`src/rtl/uart_rx.sv`:
```
// 8N1 UART receiver: 16x oversampling, start/stop validation, LSB-first deserialisation,
// valid/ready byte output with frame-error and overrun pulses.
module uart_rx #(
    parameter int CLK_FREQ = 50000000,
    parameter int BAUD     = 115200,
    parameter int DIV      = CLK_FREQ / (BAUD * 16)
) (
    input  logic       clk,
    input  logic       rst,
    input  logic       rx,
    output logic [7:0] rx_data,
    output logic       rx_valid,
    input  logic       rx_ready,
    output logic       frame_err,
    output logic       overrun,
    output logic       busy
);

    localparam int TW = (DIV > 1) ? $clog2(DIV) : 1;

    typedef enum logic [2:0] {
        IDLE,
        START,
        DATA,
        STOP,
        WAIT_IDLE
    } state_t;

    state_t        state;
    logic          rx_m;
    logic          rx_s;
    logic [TW-1:0] tick_cnt;
    logic [3:0]    samp_cnt;
    logic [2:0]    bit_idx;
    logic [7:0]    shreg;
    logic          tick;

    assign tick = (tick_cnt == TW'(DIV - 1));

    // NOTE: sequential state uses non-blocking assignments only; where two assignments to
    // the same register occur in one pass, the later one (state-specific) wins.
    always_ff @(posedge clk or posedge rst) begin
        if (rst) begin
            state     <= IDLE;
            rx_m      <= 1'b1;
            rx_s      <= 1'b1;
            tick_cnt  <= '0;
            samp_cnt  <= '0;
            bit_idx   <= '0;
            shreg     <= '0;
            rx_data   <= '0;
            rx_valid  <= 1'b0;
            frame_err <= 1'b0;
            overrun   <= 1'b0;
            busy      <= 1'b0;
        end else begin
            rx_m      <= rx;
            rx_s      <= rx_m;
            frame_err <= 1'b0;
            overrun   <= 1'b0;

            // Held at zero while idle so the first tick lands DIV clocks after START entry.
            if (state == IDLE || tick)
                tick_cnt <= '0;
            else
                tick_cnt <= tick_cnt + TW'(1);

            if (tick)
                samp_cnt <= samp_cnt + 4'd1;

            if (rx_valid && rx_ready)
                rx_valid <= 1'b0;

            case (state)
                IDLE: begin
                    if (!rx_s) begin
                        state    <= START;
                        busy     <= 1'b1;
                        samp_cnt <= '0;
                    end
                end
                START: begin
                    if (tick && samp_cnt == 4'd7) begin
                        samp_cnt <= '0;
                        bit_idx  <= '0;
                        if (!rx_s) begin
                            state <= DATA;
                        end else begin
                            state <= IDLE;
                            busy  <= 1'b0;
                        end
                    end
                end
                DATA: begin
                    if (tick && samp_cnt == 4'd15) begin
                        shreg[bit_idx] <= rx_s;
                        bit_idx        <= bit_idx + 3'd1;
                        samp_cnt       <= '0;
                        if (bit_idx == 3'd7)
                            state <= STOP;
                    end
                end
                STOP: begin
                    if (tick && samp_cnt == 4'd15) begin
                        samp_cnt <= '0;
                        if (rx_s) begin
                            state <= IDLE;
                            busy  <= 1'b0;
                            // A pending unaccepted byte wins; the new one is dropped.
                            if (!rx_valid || rx_ready) begin
                                rx_data  <= shreg;
                                rx_valid <= 1'b1;
                            end else begin
                                overrun <= 1'b1;
                            end
                        end else begin
                            state     <= WAIT_IDLE;
                            frame_err <= 1'b1;
                        end
                    end
                end
                WAIT_IDLE: begin
                    if (rx_s) begin
                        state    <= IDLE;
                        busy     <= 1'b0;
                        samp_cnt <= '0;
                    end
                end
                default: begin
                    state <= IDLE;
                    busy  <= 1'b0;
                end
            endcase
        end
    end

endmodule

```
`config.mk`:
```
export PLATFORM = sky130hd
export DESIGN_NAME = uart_rx
export DESIGN_NICKNAME = d
export VERILOG_FILES = /design/src/rtl/uart_rx.sv
export SDC_FILE = /design/constraint.sdc
export NUM_CORES = 1
export LEC_CHECK = 0
export CORE_AREA = 3 3 65 67
export CTS_CLUSTER_DIAMETER = 80
export DETAILED_ROUTE_END_ITERATION = 7
export DIE_AREA = 0 0 68 70
export GPL_TIMING_DRIVEN = 1
export HOLD_SLACK_MARGIN = 0.15
export PLACE_DENSITY_LB_ADDON = 0.1
export SLEW_MARGIN = 20
export SYNTH_ARGS = -nofsm -noshare
export SYNTH_HDL_FRONTEND = slang
export SYNTH_SLANG_ARGS = --single-unit
```
`constraint.sdc`:
```
create_clock -name clk -period 1.8 [get_ports clk]
set_input_delay 0.36 -clock clk [delete_from_list [all_inputs] [get_ports clk]]
set_output_delay 0.36 -clock clk [all_outputs]
set_load 0.01 [all_outputs]
```
* Word-level counts from Yosys, hierarchy flattened *
Index checks and enable logic that the tools add are counted.

word-level totals
  output and inout port bits = 12
  flip-flop bits (word level) = 37
  input port bits = 4

cells by class
  reduce and logical (&&, ||, !) cells = 15
  magnitude comparators = 2
  bitwise gates (word level) = 1
  muxes and demuxes = 39
  add/sub/neg operators = 3
  equal/unequal tests = 14

operators with widths
  operator               number
  $mux W3                9
  $mux W4                5
  $mux W1                17
  $pmux W4 S4            1
  $pmux W3 S5            1
  $ne A2 B2 Y1 const B   6
  $bwmux W8              1
  $reduce_and A4 Y1      2
  $eq A3 B2 Y1 const B   2
  $eq A3 B3 Y1 const B   2
  $pmux W3 S2            1
  $reduce_and A6 Y1      1
  $add A5 B1 Y5 const B  1
  $eq A5 B5 Y1 const B   1
  $mux W5                1
  $pmux W1 S5            1
  $add A4 B1 Y4 const B  1
  $eq A4 B3 Y1 const B   1
  $eq A4 B4 Y1 const B   1
  $logic_and A1 B1 Y1    4
  $lt A3 B4 Y1 const B   1
  $add A3 B1 Y3 const B  1
  $demux W1 S3           1
  $eq A3 B1 Y1 const B   1
  10 further kinds       11

* Logic depth before layout (Yosys ltp) *
Gate-level depths: netlist of the first run.

  word-level depth = 6
  mapped depth = 8

* Worst setup path before layout of the first run *
OpenSTA, ideal clock, no wires.

  kind = reg-to-reg
  start = register tick_cnt[0]
  end = register shreg[4]
  path slack = -8 ps
  library setup time = 127 ps
  data arrival time = 1,680 ps
  path buffers = 1
  cell stages (with the launch flop) = 8
  required time = 1,673 ps
  path through = dfrtp_1 inv_1 ha_1 and4b_1 buf_6 nand3_4 or4_1 mux2_1

between the ends
  word-level cells in the longest chain between the ends = 3

RTL lines
  item                                line  RTL
  start, declared                     32    logic [TW-1:0] tick_cnt;
  start signal, assigned              66    tick_cnt <= tick_cnt + TW'(1);
  $eq A5 B5 Y1                        38    assign tick = (tick_cnt == TW'(DIV - 1));
  $logic_and A1 B1 Y1                 95    if (tick && samp_cnt == 4'd15) begin
  $reduce_and A2 Y1 (no source line)  n/a
  end signal, assigned by index       96    shreg[bit_idx] <= rx_s;
  end, declared                       35    logic [7:0] shreg;

No other way between the ends.
A chain may end at the register's enable or synchronous reset.

* Final worst setup path of the first run *
Ends and elaborated chain as after synthesis.

==> results of run 1 <==
==> worst register-to-register path, cell delays in order (launching register included) <==
cell     delay [ns]
dfrtp_1        0.39
inv_2          0.07
ha_4           0.12
and4b_2        0.28
nand3_4        0.10
or4_4          0.42
mux2_4         0.30
==> layout by cell type, fill, tap and decap left out, drive strengths merged, types with 3 or more instances in the layout <==
master / synthesis / final
dfrtp: 35 / 35
buf: 8 / 17
mux2: 16 / 16
nor2: 15 / 15
clkdlybuf4s50: 0 / 15
nand2: 7 / 7
clkbuf: 5 / 7
ha: 6 / 6
nand3: 6 / 6
xnor2: 5 / 5
inv: 5 / 5
o21ai: 4 / 4
nor4: 4 / 4
a21oi: 4 / 4
nor4b: 4 / 4
nand4b: 3 / 3
nand4: 3 / 3
nand3b: 3 / 3
xor2: 3 / 3
nor3b: 3 / 3
==> Yosys cell counts, drive strengths merged (3+ instances only) <==
library cell / number
a21oi: 4
buf: 8
clkbuf: 5
dfrtp: 35
ha: 6
inv: 5
mux2: 16
nand2: 7
nand3: 6
nand3b: 3
nand4: 3
nand4b: 3
nor2: 15
nor3b: 3
nor4: 4
nor4b: 4
o21ai: 4
xnor2: 5
xor2: 3
==> flip-flops by register name, indices dropped and copies added, names as in the netlist <==
register	count
frame_err	1
rx_valid	1
samp_cnt	4
state	3
rx_data	8
rx_s	1
tick_cnt	5
rx_m	1
bit_idx	3
overrun	1
shreg	8
busy	1
==> power by group through the flow <==
stage          Combinational, µW  Clock, µW  Sequential, µW
5_1_grt                     43.9        782             836
3_5_place_dp                40.3          0             852
2_1_floorplan               20.7          0             851
3_3_place_gp                39.2          0             852
6_report                    38.7        731             836
4_1_cts                     40.4        745             836
==> path summary, 6_finish.rpt <==
kind	startpoint	slack, ns	to	depth (start not counted)
max reg2reg	tick_cnt[0]	0.003	shreg[4]	6
max	tick_cnt[0]	0.003	shreg[4]	6
min in group asynchronous	rst	0.41	shreg[2]	3
min	rx_m	0.36	rx_s	0
min reg2reg	rx_m	0.36	rx_s	0
max in group asynchronous	rst	1.15	rx_m	3
==> metrics by stage <==
step	setup TNS, ns	worst slack, ns	utilization [%]	instance area, µm²	hold slack (ns)
after floorplan	-0.00776	-0.00776	-	1840	0.345
after global placement	-0.0101	-0.0101	57.5	2120	0.346
after detailed placement	-0.104	-0.0270	57.5	2120	0.347
after CTS	-0.0183	-0.0183	60.8	2240	0.357
after global routing	-0.0850	-0.0407	63.0	2320	0.366
final	0	0.00309	63.0	2320	0.356
==> cell type report <==
class / instances / area share [%]
clock buffer: 7 / 3.72
timing repair buffer: 32 / 12.7
multi-input combinational: 108 / 38.9
sequential: 37 / 40.1
tap: 48 / 2.58
clock inverter: 1 / 1.29
inverter: 5 / 0.808
==> logic make-up after synthesis <==
group                      after synthesis  synth area share (%)
and+or+nand+nor                         60                  20.9
DFF                                     37                  50.5
AOI/OAI and AO/OA                       18                  6.53
buffers and inverters                   18                  4.42
muxes                                   16                  9.80
xor gates and xnor gates                 8                  3.81
adders and majority gates                6                  4.08
==> timing repair <==
| action | CTS | global route |
|---|---|---|
| setup buffers | 0 | 1 |
| setup endpoints to repair | 11 | 23 |
| pin swaps | 0 | 3 |
| resized for setup | 2 | 20 |
==> metal layers <==
layer	vias up	track usage [%]	share of wire (%)
met3	4	4.02	3.2
met1	632	23.9	49
met4	0	8.61	1.1
met2	20	22.6	47
li1	631	-	-
met5	-	0	0
==> results by group, run 1 <==
Timing
  – Max Clk Rate: 0.557 GHz
  – Slew Viols, Final: 0
  – Tcrit/Tclk final: 99.8%
  – Slew HR: 77.6%
  – Worst Clk Skew: 0.00335 ns
  – Fin. Hold Viols: 0
  – Minimum clock period: 1.80 ns
  – Final setup violation count: 0
  – Measured slew at the worst slew-check pin: 0.333 ns
  – RSZ-0062 raised after global routing: true

Setup path
  – Crit-path cells: inv_2 > ha_4 > and4b_2 > nand3_4 > or4_4 > mux2_4
  – Cell family with most CP delay: simple AND/OR/NAND/NOR gates
  – Delay of the slowest critical-path stage: 0.42 ns
  – Element type at the critical path start: flop
  – Worst setup EP type: flop
  – Worst endpoint data arrival time: 1.97 ns
  – Max FO, Critical Path: 4
  – Req. time, crit path: 1.97 ns
  – WS Path Type: flop to flop
  – WP buf/inv: 1
  – Slowest-stage cell, CP: or4_4

Global route
  – Gr ovfl total: 0
  – First-pass GRT wire length: 6.02 mm
  – Initial antenna violation count: 0
  – GRT Resource Usage Total: 16.6%
  – Number of global-route vias before repair: 1296
  – Largest net degree at the start of global routing: 38

Power
  – Leak Pwr: 0.00102 µW
  – Sw Pwr: 305 µW
  – Total power: 1610 µW
  – Pint: 1300 µW
  – Power share of the sequential group: 52.1%
  – Sw Share: 19.0%
  – Combinational power share: 2.4%
  – PwrDens: 691 mW/mm²
  – Clock share of power: 45.5%
  – VDD IR max: 0.488 mV

Drt
  – Post-DR vias/cell: 5.41
  – DR WL/cell: 15.0 µm
  – Final ANT Viol Nets: 0
  – Vias: 1287
  – Drt pass-1 iters: 4
  – Initial DRC Count: 103
  – Total Wirelength: 3.57 mm
  – DRC Markers: 0

Logic synthesis
  – Post-synthesis cell area: 0.00184 mm²
  – Synth area leader: dfrtp_1
  – Register area share after synthesis: 50.5%
  – Synth top area cells: dfrtp_1 48%, mux2_2 9.2%, ha_1 4.1%, nor2_1 3.1%, dfstp_2 2.9%
  – Number of synthesized flops with an enable pin: 0
  – Main flop type after synthesis: dfrtp_1
  – Synth Net Count: 173
  – Yosys cell types: 41
  – Share of the synthesized area in the top cell type: 47.6%
  – Seq cells post-synth: 37
  – Gate count of the mapped netlist: 163
  – Fraction of registers with async set/reset: 100%
  – Yosys warning count: 0
  – Syn_area_per_cell: 11.3 µm²

Clock network
  – TritonCTS clock tree: done
  – Clk slew on worst S/H paths: 0.07 ns
  – Bufs on Longest Clock Path: 2
  – Worst-skew pair later-pin latency: 0.28 ns
  – Hold buffer count at cts: 0
  – CTS Sinks: 37
  – Clk Tree Root Cell: clkbuf_8
  – Htree depth: 2
  – Inserted Clock Buffers: 5

Hold path
  – Worst hold path class: flop to flop

Floorplan
  – Die Y: 70 µm
  – Rows: 22
  – Top Ports: 16
  – Starting Density: 49.9%
  – Full die area: 0.00476 mm²
  – Core ar.: 0.00369 mm²
  – DIE WIDTH: 68 µm

Outcome
  – Status: finished clean

Job
  – Max capacitance violation total: 0

Final layout
  – Area of the multi-input gates: 903 µm²
  – Reg area: 931 µm²
  – Post-route insts no fill: 238
  – Final nets: 199
  – Layout cells sized above 1: 30.0%
  – Syn-to-layout area delta: 26.3%
  – Ant. Diodes: 0
  – # fillers: 310

Placement
  – RD Place Congestion: 0.822
  – DP HPWL: 2.44 mm
  – Port bufs: 15
  – Post-Place Cells: 229
Note: power is estimated with default switching activity, not from simulation.
==> run 2, diff against run 1 <==
Settings changed: CAP_MARGIN set to 20, CTS_CLUSTER_SIZE set to 14.
==> results of run 2 <==
Same layout as run 1: the final DEF is identical, and so are final timing and power.
